## src/rtl/sbox_cfg_chain.sv

```systemverilog
// Programmable four-sided switch box. A serial shift chain loads route entries into a shadow register.
// A commit copies the shadow into the active routing state in one atomic step.
module sbox_cfg_chain #(
  parameter int unsigned NTB  = 5,
  parameter int unsigned NLR  = 4,
  parameter int unsigned IDXW = 3
) (
  input  logic           clk,
  input  logic           rst,
  input  logic           cfg_en,
  input  logic           cfg_din,
  input  logic           cfg_commit,
  output logic           cfg_ready,
  output logic           cfg_err,
  output logic           cfg_dout,
  input  logic [NTB-1:0] top_in,
  input  logic [NLR-1:0] right_in,
  input  logic [NTB-1:0] bottom_in,
  input  logic [NLR-1:0] left_in,
  output logic [NTB-1:0] top_out,
  output logic [NTB-1:0] top_oe,
  output logic [NLR-1:0] right_out,
  output logic [NLR-1:0] right_oe,
  output logic [NTB-1:0] bottom_out,
  output logic [NTB-1:0] bottom_oe,
  output logic [NLR-1:0] left_out,
  output logic [NLR-1:0] left_oe
);

  localparam int unsigned EW        = IDXW + 3;
  localparam int unsigned NPIN      = 2 * (NTB + NLR);
  localparam int unsigned CHAIN_LEN = NPIN * EW;
  localparam int unsigned CNTW      = $clog2(CHAIN_LEN + 1);
  localparam int unsigned PADW      = 1 << IDXW;

  typedef enum logic [1:0] {ST_IDLE, ST_LOAD, ST_READY} state_t;

  state_t                 state_q;
  logic [CNTW-1:0]        cnt_q;
  logic [CNTW-1:0]        cnt_d;
  logic [CHAIN_LEN-1:0]   shadow_q;
  logic [CHAIN_LEN-1:0]   shadow_d;
  logic [CHAIN_LEN-1:0]   active_q;
  logic                   ready_q;
  logic                   err_q;

  assign shadow_d = {cfg_din, shadow_q[CHAIN_LEN-1:1]};
  assign cnt_d    = cnt_q + CNTW'(1);

  // Commit in READY takes priority and swallows a coincident shift.
  always_ff @(posedge clk) begin
    if (rst) begin
      state_q  <= ST_IDLE;
      cnt_q    <= '0;
      shadow_q <= '0;
      active_q <= '0;
      ready_q  <= 1'b0;
      err_q    <= 1'b0;
    end else if (cfg_commit && (state_q == ST_READY)) begin
      active_q <= shadow_q;
      state_q  <= ST_IDLE;
      cnt_q    <= '0;
      ready_q  <= 1'b0;
    end else begin
      if (cfg_commit) begin
        err_q <= 1'b1;
      end
      if (cfg_en) begin
        shadow_q <= shadow_d;
        if (state_q == ST_LOAD) begin
          cnt_q <= cnt_d;
          if (cnt_d == CNTW'(CHAIN_LEN)) begin
            state_q <= ST_READY;
            ready_q <= 1'b1;
          end
        end else begin
          // IDLE or READY: this bit starts a fresh stream
          cnt_q   <= CNTW'(1);
          state_q <= ST_LOAD;
          ready_q <= 1'b0;
        end
      end
    end
  end

  assign cfg_ready = ready_q;
  assign cfg_err   = err_q;
  assign cfg_dout  = shadow_q[0];

  // Side inputs padded to the full index range so any idx is a legal bit select.
  logic [PADW-1:0] top_x;
  logic [PADW-1:0] right_x;
  logic [PADW-1:0] bottom_x;
  logic [PADW-1:0] left_x;

  assign top_x    = PADW'(top_in);
  assign right_x  = PADW'(right_in);
  assign bottom_x = PADW'(bottom_in);
  assign left_x   = PADW'(left_in);

  logic [NPIN-1:0] route_val;
  logic [NPIN-1:0] route_oe;
  logic [2:0]      sel;
  logic [IDXW-1:0] idx;

  always_comb begin
    route_val = '0;
    route_oe  = '0;
    sel       = '0;
    idx       = '0;
    for (int k = 0; k < int'(NPIN); k++) begin
      sel = active_q[k*EW +: 3];
      idx = active_q[k*EW+3 +: IDXW];
      unique case (sel)
        3'd1: begin
          route_oe[k]  = (32'(idx) < NTB);
          route_val[k] = route_oe[k] & top_x[idx];
        end
        3'd2: begin
          route_oe[k]  = (32'(idx) < NLR);
          route_val[k] = route_oe[k] & right_x[idx];
        end
        3'd3: begin
          route_oe[k]  = (32'(idx) < NTB);
          route_val[k] = route_oe[k] & bottom_x[idx];
        end
        3'd4: begin
          route_oe[k]  = (32'(idx) < NLR);
          route_val[k] = route_oe[k] & left_x[idx];
        end
        default: begin
          route_oe[k]  = 1'b0;
          route_val[k] = 1'b0;
        end
      endcase
    end
  end

  // Entry order along the chain: top, right, bottom, left.
  assign top_out    = route_val[0 +: NTB];
  assign top_oe     = route_oe[0 +: NTB];
  assign right_out  = route_val[NTB +: NLR];
  assign right_oe   = route_oe[NTB +: NLR];
  assign bottom_out = route_val[NTB+NLR +: NTB];
  assign bottom_oe  = route_oe[NTB+NLR +: NTB];
  assign left_out   = route_val[2*NTB+NLR +: NLR];
  assign left_oe    = route_oe[2*NTB+NLR +: NLR];

endmodule
```

## config.mk

```make
export PLATFORM = sky130hd
export DESIGN_NAME = sbox_cfg_chain
export DESIGN_NICKNAME = d
export VERILOG_FILES = /design/src/rtl/sbox_cfg_chain.sv
export SDC_FILE = /design/constraint.sdc
export NUM_CORES = 1
export LEC_CHECK = 0
export ABC_AREA = 1
export BUFFER_PORTS_ARGS = -buffer_cell sky130_fd_sc_hd__buf_2
export CAP_MARGIN = 20
export CELL_PAD_IN_SITES_DETAIL_PLACEMENT = 1
export CELL_PAD_IN_SITES_GLOBAL_PLACEMENT = 1
export CORE_MARGIN = 2
export CORE_UTILIZATION = 35
export CTS_CLUSTER_SIZE = 8
export DETAILED_ROUTE_END_ITERATION = 16
export PLACE_DENSITY = 0.71
export SLEW_MARGIN = 5
export SYNTH_ARGS = -nofsm -noshare
export SYNTH_HDL_FRONTEND = slang
export SYNTH_SLANG_ARGS = --single-unit
```

## constraint.sdc

```tcl
create_clock -name clk -period 1.6 [get_ports clk]
set_input_delay 0.08 -clock clk [delete_from_list [all_inputs] [get_ports clk]]
set_output_delay 0.08 -clock clk [all_outputs]
set_load 0.1 [all_outputs]
```

## Word-level counts from Yosys, hierarchy flattened

Cells that the tools add are included.

| cells by class | value |
|---|---|
| $add $sub $neg | 1 |
| $lt $le $gt $ge | 54 |
| equality and inequality tests | 76 |
| multiplexer cells | 185 |
| bitwise gates (word level) | 73 |
| reduce and logical (&&, ||, !) cells | 41 |

Operator list:

| operator | count |
|---|---|
| binary-select mux 1 bit (select 3 bit) | 72 |
| == test 3 x 2 -> 1 bit, second input constant | 36 |
| less-than comparator 3 bit, second input constant | 36 |
| two-way mux 1 bit | 74 |
| OR reduction 2 bit | 37 |
| AND 1 bit | 72 |
| less-than comparator 3 x 4 -> 1 bit, second input constant | 18 |
| one-hot mux 1 bit (4 select lines) | 18 |
| == test 3 x 1 -> 1 bit, second input constant | 18 |
| == test 3 bit, second input constant | 18 |
| one-hot mux 1 bit (2 select lines) | 18 |
| adder 7 x 1 -> 7 bit, second input constant | 1 |
| == test 7 bit, second input constant | 1 |
| two-way mux 7 bit | 1 |
| AND reduction 2 bit | 3 |
| two-way mux 2 bit | 2 |
| == test 2 x 1 -> 1 bit, second input constant | 1 |
| == test 2 bit, second input constant | 1 |
| inequality test 2 x 1 -> 1 bit, second input constant | 1 |
| logical AND 1 bit | 1 |
| inverter 1 bit | 1 |

| storage, ports and cells | value |
|---|---|
| flip-flop bits (word level) | 227 |
| bits of input ports | 23 |
| output and inout port bits | 39 |
| logic and storage cells | 436 |

## Longest topological paths before layout

| logic depth | value |
|---|---|
| depth after elaboration | 4 |
| depth in mapped cells | 10 |
| mapped depth without buffers | 9 |

## Least setup slack after synthesis

Ideal clock, no wire load.

| path | value |
|---|---|
| kind | register to output |
| start point | register active_q[67] |
| end point | output bottom_oe[2] |
| data arrival time | 2.769 ns |
| required time | 1.520 ns |
| setup slack | -1.249 ns |
| stages on the path, launching flop included | 4 |
| path buffers | 0 |
| cell sequence | dfxtp_1 nor3_1 a21oi_1 o21ai_0 |

| between the ends | value |
|---|---|
| word-level cells in the longest chain between the ends | 3 |
| elaborated cells between the ends (all ways) | 7 |
| those cells by class | eq/ne (4); mux (1); reduce/logical (2) |

RTL lines:

| element | line | RTL |
|---|---|---|
| from (decl) | 43 | `logic [CHAIN_LEN-1:0] active_q;` |
| from (signal assigned) | 60 | `active_q <= shadow_q;` |
| == test 3 bit (tied with other cells) | 114 | `unique case (sel)` |
| OR reduction 2 bit (no line) | -- |  |
| one-hot mux 1 bit (2 select lines) (*) | 114 |  |
| to (decl) | 25 | `output logic [NTB-1:0] bottom_oe,` |

Mark *: on every way between the ends. The rest lies on a longest branch, timed or not.

## Final worst setup path

| path | value |
|---|---|
| start point | register active_q[21] |
| end point | output top_out[3] |

| between the ends | value |
|---|---|
| word-level cells in the longest chain between the ends | 4 |
| elaborated cells between the ends (all ways) | 15 |
| those cells by class | order compare (2); mux (9); bitwise (4) |

RTL lines:

| element | line | RTL |
|---|---|---|
| binary-select mux 1 bit (select 3 bit) (on tied branches) | -- |  |
| two-way mux 1 bit (on tied branches) | -- |  |
| AND 1 bit (on tied branches) | -- |  |
| one-hot mux 1 bit (4 select lines) (*) | 114 |  |
| to (decl) | 20 | `output logic [NTB-1:0] top_out,` |

Mark *: on every way between the ends. The rest lies on a longest branch, timed or not. The select of a mux whose other input is x is not followed.

==> results.txt <==
----------------------------------------------------
[Status]
  Result of the run ... finished, violations left
  Failing checks ... setup timing

[Floorplan]
  Floorplan die area ... between 30,000 and 40,000 um^2
  Area of the core ... ~33,000 um^2
  Initial cell density of the core ... 35.7%
  FP Rows ... between 60 and 70
  I/O pin count ... between 60 and 70
  Die H ... roughly 190 um
  Horizontal die dimension ... between 150 and 200 um

[Logic synthesis]
  Fraction of synthesized cell area taken by the top area cell type ... 38.6%
  Simple-gate share of the synthesized area ... between 20% and 30%
  Total of flip-flops plus latches after synthesis ... between 200 and 250
  Synth Area in Compound Gates ... between 20% and 30%
  Portion of netlist area occupied by mux cells ... 0%
  Gate count after technology mapping ... 1,796
  Main combinational cell family by area after synthesis ... simple AND/OR/NAND/NOR gates
  Warnings, synthesis ... 0
  Seq/Total Area, Yosys ... 38.6%
  Arithmetic-cell share of the synthesized area counting full adders, half adders and majority gates ... 0.107%
  Number of nets produced by synthesis ... ~1,800
  Synth Area per Inst ... about 6.5 um^2
  Parity-gate share of the synthesized area counting xor and xnor cells ... 0%
  Synth cell types ... 29
  Largest area contributor in the netlist ... dfxtp_1
  Synth Cell Area ... 11,700 um^2
  Area contributors post-synth ... dfxtp_1, o21ai_0, nand2_1, a21oi_1, nor2_1

[Setup path]
  Setup crit start kind ... flip-flop
  Cell with the largest stage delay on the worst path ... dfxtp_4
  Critical-path cell list ... buf_12 > a21oi_1 > o21ai_0 > nand3_1 > nand3b_1 > nand2_2 > buf_12
  Data arrival time of the worst path ... ~1.8 ns
  Critical Path RT ... between 1.5 and 2 ns
  Dominant cell type by count on the critical path ... buf_12
  Bufs and invs on worst path ... 2
  Worst setup EP type ... primary output
  Worst reg-to-reg setup slack ... roughly 0.13 ns
  Critical path's top delay family ... flip-flops
  Endpoint of the lowest-slack register-to-register path ... shadow_q[36]$_SDFFE_PP0P_
  R2R cell count ... 7
  Critical path class ... reg2out
  Delay of the slowest cell on the worst path ... roughly 0.37 ns
  Highest fanout seen on the critical path ... 7
  Launch instance of the worst register-to-register path ... state_q[0]$_SDFFE_PP0P_

[CTS]
  CTS max path bufs ... 3
  Clock edge transition at the registers on the reported setup and hold paths ... approximately 0.05 ns
  TritonCTS clock tree ... done
  Num CTS Buffers ... 34
  Insertion delay of the later-clocked pin in the worst-skew pair ... 0.50 ns
  Total number of H-tree levels ... 2
  CTS Root Cell ... clkbuf_16
  Clock tree sinks ... between 200 and 250

[STA]
  Setup repair after global routing missed its margin ... true
  Slew Viols, Final ... 0
  Smallest setup slack after layout ... -0.254 ns
  Final hold vios ... 0
  Final hold slack ... around 0.15 ns
  Part of the cycle the worst path needs ... 116%
  Maximum frequency from static timing analysis ... 539 MHz
  Max Clock Skew ... around 0.0076 ns
  Transition time of the tightest slew-check pin ... about 0.6 ns
  Total of endpoints with negative setup slack in the final report ... 25
  Relative slew margins ... between 50 and 60%
  Tmin final ... roughly 1.9 ns

[Placement]
  Placed wire-length estimate after detailed placement ... 26,000 um
  Placement Cell Area ... 13,300 um^2
  Number of placed instances with taps included ... 2,242
  Pre-CTS setup slack ... ~0.074 ns
  IO Port Bufs ... between 60 and 70
  Final GP Congestion ... about 0.85

[Final layout]
  Antenna diode count ... 0
  Total of fill cells in the finished design ... 4,109
  Total area of sequential cells ... approximately 4700 um^2
  # nets final ... around 1,900
  Post-Layout Inst Area ... 15,800 um^2
  Synthesis-to-finish area growth ... 34.8%
  Count of non-filler cells in the finished layout ... approximately 2,300
  Share of post-route cells with drive strength above 1 ... between 20% and 30%
  End-of-flow core utilization ... 48.2%
  Multi-input gate area in the final layout ... between 6000 and 7000 um^2

[Worst hold path]
  Min-delay src ... cfg_commit
  Worst hold path cell count ... 4
  Class of the worst hold path ... in2reg
  Hold Path End ... active_q[87]$_SDFFE_PP0P_

[Power]
  Maximum VDD drop ... between 400 and 500 uV
  Lkg Pwr ... 6.15 nW
  Power density of the placed cells ... approximately 870 nW/um^2

[GRT]
  Vias in the first global route ... approximately 13,000
  Initial antenna violation count ... 0
  GRT Util Overall ... about a quarter
  Largest net degree at the start of global routing ... roughly 110
  Global-route wire length before repair ... 68,500 um
  Final global-route overflow total ... 0

[Flow run]
  Max-capacitance violation count ... 0

[Drt]
  WL/cell ... 18.4 um
  Total length of routed wires ... between 40,000 and 50,000 um
  1st-iter DRT viols ... between 600 and 700
  Antenna Nets Post-Route ... 0
  DR DRC count ... 0
  Via Count ... around 13,000
  Avg Vias per Cell ... roughly 5.5
  Number of detailed-route iterations in the first pass ... 5

----------------------------------------------------
==> timing repair <==
item,CTS,global route
hold buffers,4,0
pin swaps,92,69
setup buffers,25,17
endpoints found under the hold margin,11,0
gates resized for setup,281,144
cloned,8,2
setup endpoints to repair,36,36
==> worst max-delay path by stage <==
stage	start	endpoint	slack, ns	depth (start not counted)
2_1_floorplan	active_q[57]$_SDFFE_PP0P_	bottom_out[0]	0.002	7
3_3_place_gp	active_q[87]$_SDFFE_PP0P_	left_out[0]	0.17	10
3_5_place_dp	active_q[87]$_SDFFE_PP0P_	left_out[0]	0.07	10
4_1_cts	active_q[63]$_SDFFE_PP0P_	bottom_out[1]	-0.22	8
5_1_grt	active_q[64]$_SDFFE_PP0P_	bottom_out[1]	-0.33	7
6_report	active_q[21]$_SDFFE_PP0P_	top_out[3]	-0.25	7
==> metrics by stage <==
step	setup TNS (ns)	total power [mW]
2_1_floorplan	0	6.66
3_3_place_gp	0	7.08
3_5_place_dp	0	7.12
4_1_cts	-3.92	13.8
5_1_grt	-6.36	14.2
6_report	-4.30	13.7
==> routing by layer <==
layer | wire length [um] | vias up | track usage, %
met5 | 0 | - | 0
met4 | 1210 | 0 | 7.78
met3 | 1840 | 89 | 3.36
met2 | 21300 | 259 | 42.3
met1 | 18700 | 6300 | 29.6
li1 | - | 6209 | -
==> where the power goes <==
group / total (mW) / leakage [nW] / internal [mW] / switching (mW)
sequential: 5.87 / 1.89 / 5.74 / 0.129
combinational: 1.11 / 3.79 / 0.360 / 0.753
clock: 6.70 / 0.474 / 4.15 / 2.55
total: 13.7 / 6.15 / 10.3 / 3.43
==> placed cells by master, fill, tap and decap left out, drive strengths merged <==
cell	n
clkinvlp	1
dfxtp	226
o21ai	295
a21oi	220
clkinv	4
nand2	308
nand3b	23
inv	129
o22ai	6
clkbuf	44
nor4	6
a211oi	2
nor2	255
dlygate4sd3	4
nand4	1
nor3	13
o21a	1
o211ai	47
nand3	136
o21bai	1
buf	174
ha	1
==> cell usage after synthesis <==
cell type	n
buf_1	1
nand2_4	1
nor2_2	1
clkinv_1	3
o21bai_1	1
a21oi_1	219
a21oi_2	1
o21a_1	1
nand2_1	307
dfxtp_1	226
clkbuf_1	63
a211oi_1	2
o21ai_0	291
ha_1	1
nand4_1	1
nor4_1	6
buf_2	45
inv_1	130
inv_2	1
nand3_2	1
nor2_1	254
o22ai_1	6
buf_4	5
nand3b_1	23
o21ai_1	4
nand3_1	135
o211ai_1	47
nor3_1	13
buf_6	7
==> cell type report <==
class	instances	area share (%)
Clock buffer	42	6.11
Inverter	134	3.46
Multi-Input combinational cell	1315	43.5
Sequential cell	226	29.9
Tap cell	442	3.50
Timing Repair Buffer	180	13.5
==> sequential cells by signal, summed over array words and instances, names as in the netlist <==
signal / count
active_q: 108
shadow_q: 108
cnt_q: 7
state_q: 2
cfg_err: 1
==> cell families after synthesis <==
| family | count (synthesis) |
|---|---|
| flip-flops | 226 |
| AND/OR/NAND/NOR | 742 |
| AO/OA/AOI/OAI | 572 |
| buffers and inverters | 255 |
| adder cells (fa/ha/maj) | 1 |
==> worst reg2reg max path: cells and delay by family (launching register included) <==
family | cells | cell delay (ns)
AND/OR/NAND/NOR | 4 | 0.53
buffers and inverters | 3 | 0.54
flip-flops | 1 | 0.34
Power figures use the tool's default switching activity.
